File: config.mk
export PLATFORM = sky130hd
export DESIGN_NAME = ram_port_arbiter
export DESIGN_NICKNAME = d
export VERILOG_FILES = /design/src/rtl/ram_port_arbiter_pkg.sv /design/src/rtl/rd_tag_pipe.sv /design/src/rtl/ram_port_arbiter.sv
export SDC_FILE = /design/constraint.sdc
export NUM_CORES = 1
export LEC_CHECK = 0
export CORE_MARGIN = 2
export CORE_UTILIZATION = 29
export DETAILED_ROUTE_END_ITERATION = 16
export PLACE_DENSITY = 0.81
export SLEW_MARGIN = 20
export SYNTH_ARGS = -nofsm -noshare
export SYNTH_HDL_FRONTEND = slang
export SYNTH_SLANG_ARGS = --single-unit
File: constraint.sdc
create_clock -name i_clk -period 1.6 [get_ports i_clk]
set_clock_uncertainty 0.15 [all_clocks]
set_input_delay 0.16 -clock i_clk [delete_from_list [all_inputs] [get_ports i_clk]]
set_output_delay 0.16 -clock i_clk [all_outputs]
set_load 0.02 [all_outputs]
File: src/rtl/ram_port_arbiter_pkg.sv
// rtl/ram_port_arbiter_pkg.sv - shared types for the data RAM port arbiter
package arb_pkg;

    typedef enum logic {
        OWN_CPU = 1'b0,
        OWN_LDR = 1'b1
    } owner_t;

    typedef enum logic {
        ST_ARB  = 1'b0,
        ST_LOCK = 1'b1
    } arb_state_t;

    localparam int LOCK_CNT_W = 8;

    typedef struct packed {
        logic   valid;
        owner_t owner;
    } rd_tag_t;

endpackage

File: src/rtl/rd_tag_pipe.sv
// rtl/rd_tag_pipe.sv - {valid, owner} shift register that tracks reads in flight
module rd_tag_pipe
    import arb_pkg::*;
#(
    parameter int DEPTH = 2
) (
    input  logic i_clk,
    input  logic i_clr,
    input  logic i_valid,
    input  logic i_owner,
    output logic o_valid,
    output logic o_owner
);

    rd_tag_t [DEPTH-1:0] r_tag;
    rd_tag_t             w_in;

    assign w_in = '{valid: i_valid, owner: owner_t'(i_owner)};

    always_ff @(posedge i_clk) begin
        if (i_clr) begin
            r_tag <= '0;
        end else begin
            r_tag <= {r_tag[DEPTH-2:0], w_in};
        end
    end

    assign o_valid = r_tag[DEPTH-1].valid;
    assign o_owner = r_tag[DEPTH-1].owner;

endmodule

File: src/rtl/ram_port_arbiter.sv
// rtl/ram_port_arbiter.sv - shares the single-port data RAM between CPU and loader
module ram_port_arbiter
    import arb_pkg::*;
#(
    parameter int ADDR_W   = 32,
    parameter int DATA_W   = 32,
    parameter int RAM_LAT  = 1,
    parameter int MAX_LOCK = 8
) (
    input  logic              i_clk,
    input  logic              i_rst,
    input  logic              i_cpu_req,
    input  logic              i_cpu_we,
    input  logic [ADDR_W-1:0] i_cpu_addr,
    input  logic [DATA_W-1:0] i_cpu_wdata,
    output logic              o_cpu_gnt,
    output logic              o_cpu_stall,
    output logic              o_cpu_rvalid,
    output logic [DATA_W-1:0] o_cpu_rdata,
    input  logic              i_ldr_req,
    input  logic              i_ldr_we,
    input  logic [ADDR_W-1:0] i_ldr_addr,
    input  logic [DATA_W-1:0] i_ldr_wdata,
    output logic              o_ldr_gnt,
    output logic              o_ldr_rvalid,
    output logic [DATA_W-1:0] o_ldr_rdata,
    input  logic              i_ldr_lock,
    output logic              o_ram_wea,
    output logic [ADDR_W-1:0] o_ram_addr,
    output logic [DATA_W-1:0] o_ram_din,
    input  logic [DATA_W-1:0] i_ram_dout
);

    localparam logic [LOCK_CNT_W-1:0] LP_MAX_LOCK = LOCK_CNT_W'(MAX_LOCK);

    arb_state_t             r_state, w_state_nxt;
    owner_t                 r_last, w_last_nxt;
    logic [LOCK_CNT_W-1:0]  r_lock_cnt, w_lock_cnt_nxt;
    logic                   r_ram_wea;
    logic [ADDR_W-1:0]      r_ram_addr;
    logic [DATA_W-1:0]      r_ram_din;

    logic                   w_contested;
    logic                   w_cpu_gnt, w_ldr_gnt, w_any_gnt;
    logic                   w_gnt_we;
    logic [ADDR_W-1:0]      w_gnt_addr;
    logic [DATA_W-1:0]      w_gnt_wdata;
    logic                   w_tag_valid, w_tag_owner;

    assign w_contested = i_cpu_req & i_ldr_req;

    always_comb begin
        w_cpu_gnt      = 1'b0;
        w_ldr_gnt      = 1'b0;
        w_state_nxt    = i_ldr_lock ? ST_LOCK : ST_ARB;
        w_last_nxt     = r_last;
        w_lock_cnt_nxt = r_lock_cnt;

        if (!i_rst) begin
            if (w_contested) begin
                // In LOCK the CPU only gets through once the loader has used its bounded run
                if (r_state == ST_LOCK) begin
                    w_cpu_gnt = (r_lock_cnt >= LP_MAX_LOCK);
                end else begin
                    w_cpu_gnt = (r_last == OWN_LDR);
                end
                w_ldr_gnt = ~w_cpu_gnt;
            end else begin
                w_cpu_gnt = i_cpu_req;
                w_ldr_gnt = i_ldr_req;
            end
        end

        if (w_cpu_gnt) begin
            w_last_nxt     = OWN_CPU;
            w_lock_cnt_nxt = '0;
        end else if (w_ldr_gnt) begin
            w_last_nxt = OWN_LDR;
            if (w_contested && (r_state == ST_LOCK)) begin
                w_lock_cnt_nxt = r_lock_cnt + LOCK_CNT_W'(1);
            end
        end

        if (w_state_nxt == ST_ARB) begin
            w_lock_cnt_nxt = '0;
        end
    end

    assign w_any_gnt   = w_cpu_gnt | w_ldr_gnt;
    assign w_gnt_we    = w_ldr_gnt ? i_ldr_we    : i_cpu_we;
    assign w_gnt_addr  = w_ldr_gnt ? i_ldr_addr  : i_cpu_addr;
    assign w_gnt_wdata = w_ldr_gnt ? i_ldr_wdata : i_cpu_wdata;

    always_ff @(posedge i_clk) begin
        if (i_rst) begin
            r_state    <= ST_ARB;
            r_last     <= OWN_LDR;
            r_lock_cnt <= '0;
            r_ram_wea  <= 1'b0;
            r_ram_addr <= '0;
            r_ram_din  <= '0;
        end else begin
            r_state    <= w_state_nxt;
            r_last     <= w_last_nxt;
            r_lock_cnt <= w_lock_cnt_nxt;
            r_ram_wea  <= w_any_gnt & w_gnt_we;
            if (w_any_gnt) begin
                r_ram_addr <= w_gnt_addr;
                r_ram_din  <= w_gnt_wdata;
            end
        end
    end

    rd_tag_pipe #(
        .DEPTH (1 + RAM_LAT)
    ) u_rd_tag_pipe (
        .i_clk   (i_clk),
        .i_clr   (i_rst),
        .i_valid (w_any_gnt & ~w_gnt_we),
        .i_owner (w_ldr_gnt),
        .o_valid (w_tag_valid),
        .o_owner (w_tag_owner)
    );

    assign o_cpu_gnt    = w_cpu_gnt;
    assign o_ldr_gnt    = w_ldr_gnt;
    assign o_cpu_stall  = i_cpu_req & ~w_cpu_gnt;
    assign o_cpu_rvalid = w_tag_valid & ~w_tag_owner & ~i_rst;
    assign o_ldr_rvalid = w_tag_valid &  w_tag_owner & ~i_rst;
    assign o_cpu_rdata  = i_ram_dout;
    assign o_ldr_rdata  = i_ram_dout;
    assign o_ram_wea    = r_ram_wea;
    assign o_ram_addr   = r_ram_addr;
    assign o_ram_din    = r_ram_din;

endmodule

==> flow_metrics.env <==
export IMPL_run_status="finished with violations"
export IMPL_violations="negative setup slack"
export IMPL_crit_top_cell="or4_4"
export IMPL_nNetsFinal=682
export IMPL_max_slew_margin_rel=0.698
export IMPL_synth_mux_area_frac=0
export IMPL_yosys_most_used_dff="dfxtp_1"
export IMPL_syn_area_um2=3620
export IMPL_syn_num_nets=517
export IMPL_synthDominantCellAreaShare=0.436
export IMPL_hpwl_mm=8.59
export IMPL_place_area_um2=5530
export IMPL_first_global_vias=3309
export IMPL_crit_slowest_cell="or4_4"
export IMPL_cts_clk_slew_worst_paths_ps=60
export IMPL_endpoint_kind="flop"
export IMPL_worstHoldPathType="in -> reg"
export IMPL_syn_inst=348
export IMPL_grt_max_degree=36
export IMPL_final_hold_viol_count=0
export IMPL_powerDensity_nw_per_um2=930
export IMPL_place_gp_congestion=0.771
export IMPL_reg2reg_depth=4
export IMPL_cts_path_max_buffers=2
export IMPL_rsz0062_at_grt="yes"
export IMPL_crit_type="reg -> reg"
export IMPL_synth_compound_area_share=0.211
export IMPL_yosys_area_share_xor_xnor=0
export IMPL_async_flop_share=0
export IMPL_avgSynthCellArea_um2=10.4
export IMPL_timing_final_ws_setup_ps=-264
export IMPL_synth_area_top_cells="dfxtp_1 44%, a221o_1 18%, buf_4 13%"
export IMPL_crit_family="simple AND/OR/NAND/NOR gates"
export IMPL_synth_most_common_cell="dfxtp_1"
export IMPL_worst_pin_slew_ps=450
export IMPL_synth_common_cells="79 x dfxtp_1, 64 x a221o_1, 64 x and2_1, 64 x buf_4, 14 x clkbuf_1"
export IMPL_numPortBuffers=204
export IMPL_grt_pass1_wl_mm=16.8
export IMPL_place_ws_ps=-735
export IMPL_netSwitchingFraction=0.248
export IMPL_cts_root_buf="clkbuf_16"
export IMPL_tritoncts="built"
export IMPL_start_kind="flop"
export IMPL_power_frac_seq=0.383
export IMPL_gr_total_overflow=0
export IMPL_dieArea_um2=13400
export IMPL_final_area_um2=6240
export IMPL_antenna_left=0
export IMPL_path_cells="buf_6 > or4_4 > or4_4 > a211oi_2"
export IMPL_p_clk_frac=0.394
export IMPL_fin_total_pwr_w=0.00580
export IMPL_syn2layout_area_growth_pct=72.1
export IMPL_hold_depth=2
export IMPL_drc_errors=0
export IMPL_synth_top_family_by_area="compound AO/OA/AOI/OAI gates"
export IMPL_seq_area_frac_synth=0.436
export IMPL_core_area_um2=12100
export IMPL_ioPinCount=301
export IMPL_num_vias=3265
export IMPL_antenna_found_initial=0
export IMPL_synth_edf_count=0
export IMPL_p_sw_w=0.00144
export IMPL_setup_viol=77
export IMPL_final_setup_tns_ps=-15070
export IMPL_totalWireLength_mm=12.1
export IMPL_clkLatencyLatePin_ps=340
export IMPL_die_w_um=116
export IMPL_synth_distinct_cells=32
export IMPL_nFillCells=1098
export IMPL_critPathRequiredTime_ps=1720
export IMPL_synth_simple_area_share=0.174
export IMPL_drt_pass1_iterations=4
export IMPL_combPwrFrac=0.223
export IMPL_crit_fanout=2
export IMPL_drv_cap=0
export IMPL_drt_initial_drc_count=121
export IMPL_yosys_warnings=0
export IMPL_synth_area_leader_cell="dfxtp_1"
export IMPL_drt_wirelength_per_cell_um=17.7
export IMPL_drv_slew=0
export IMPL_synth_seq_cells=79
export IMPL_initial_core_util=0.299
export IMPL_numCtsBuffers=9
export IMPL_cts_hold_fix_buffers=0
export IMPL_cts_sink_count=79
export IMPL_utilization=0.515
export IMPL_cp_depth=4
export IMPL_num_rows=40
export IMPL_final_layout_size_suffix_gt1_frac=0.162
export IMPL_fmax_ghz=0.536
export IMPL_cp_arrival_ps=1980
export IMPL_via_per_inst=4.77
export IMPL_fin_crit_sh=1.17
export IMPL_power_internal_w=0.00436
export IMPL_yosys_area_share_adder=0.00691
export IMPL_worst_path_buf_inv=1
export IMPL_diodes=0
export IMPL_leakagePower_nw=2.86
export IMPL_dieHeight_um=116
export IMPL_fin_crit_ps=1860
export IMPL_ir_drop_mv=0.672
export IMPL_slowest_delay_ps=530
export IMPL_htree_levels=3
export IMPL_track_usage=0.166
[sequential cells by signal, summed over array words and instances (netlist names)]
| register | count |
|---|---|
| u_rd_tag_pipe.r_tag | 2 |
| r_lock_cnt | 8 |
| o_ram_din | 32 |
| r_last | 1 |
| r_state | 1 |
| o_ram_addr | 32 |
| u_rd_tag_pipe.o_owner | 1 |
| u_rd_tag_pipe.o_valid | 1 |
| o_ram_wea | 1 |
[layout by cell type, fill, tap and decap left out, types with 2 or more instances in the layout]
cell / Yosys / layout
a211oi_2: 1 / 3
a221o_1: 64 / 64
a22o_1: 2 / 2
and2_1: 64 / 64
and3b_1: 2 / 2
buf_12: 0 / 5
buf_16: 0 / 4
buf_4: 64 / 17
buf_6: 3 / 13
bufinv_16: 0 / 2
clkbuf_16: 0 / 11
clkbuf_2: 0 / 2
clkbuf_8: 0 / 3
clkdlybuf4s50_1: 0 / 137
dfxtp_1: 79 / 72
dfxtp_2: 0 / 6
dlygate4sd2_1: 0 / 43
dlymetal6s2s_1: 0 / 19
ha_1: 2 / 2
inv_1: 6 / 6
nand2b_1: 3 / 3
nand4_1: 2 / 2
nor2b_1: 4 / 4
nor3_2: 0 / 2
nor3b_1: 7 / 3
nor3b_2: 0 / 4
o31ai_4: 0 / 2
or4_4: 2 / 2
[timing repair]
item,4_1_cts,5_1_grt
resized for setup,92,30
setup endpoints to repair,120,98
cloned,4,3
pin swaps,6,3
setup buffers,4,6
[path summary, 6_finish.rpt]
path                                              from  slack [ps]                    end
worst max-delay path                     r_lock_cnt[5]        -260          r_lock_cnt[2]
worst min-delay path                             i_rst          80                 r_last
worst max register to register           r_lock_cnt[5]        -260          r_lock_cnt[2]
worst min register to register  u_rd_tag_pipe.r_tag[0]         300  u_rd_tag_pipe.o_owner
[worst reg2reg max path: stages (launching register included)]
cell and delay, ps:
dfxtp_2 340, buf_6 110, or4_4 530, or4_4 490, a211oi_2 170
[power groups by stage]
stage | combinational [W] | sequential [W] | clock, W
after floorplan | 0.000549 | 0.00245 | 0
final | 0.00129 | 0.00222 | 0.00229
after CTS | 0.00127 | 0.00222 | 0.00233
after global placement | 0.00124 | 0.00226 | 0
after global routing | 0.00136 | 0.00224 | 0.00239
after detailed placement | 0.00127 | 0.00227 | 0
[final cells by class]
type / instances / area (um^2) / share of cell area
timing repair buffer: 242 / 2530 / 0.406
sequential: 79 / 1590 / 0.255
multi-input combinational: 175 / 1550 / 0.248
clock buffer: 12 / 267 / 0.0427
tap: 168 / 210 / 0.0337
clock inverter: 3 / 65.1 / 0.0104
inverter: 6 / 22.5 / 0.00361
[through the flow]
stage               hold slack [ps]  instances
floorplan                       136        348
global placement                170        654
detailed placement              170        654
CTS                             170        676
global route                    105        685
finish                         75.8        685
[layer usage]
layer	routed length (um)	part of all wire	track usage
met1	4550	0.37	0.178
met3	769	0.063	0.0418
met2	6470	0.53	0.299
met4	357	0.029	0.0889
met5	0	0	0
[kinds of logic (layout without fill, tap and decap cells)]
logic type / after synthesis / count (layout)
AND/OR/NAND/NOR: 94 / 94
flip-flops: 79 / 79
adder cells (fa/ha/maj): 2 / 2
AO/OA/AOI/OAI: 79 / 79
buffers and inverters: 94 / 263
Note: power is estimated with default switching activity, not from simulation.
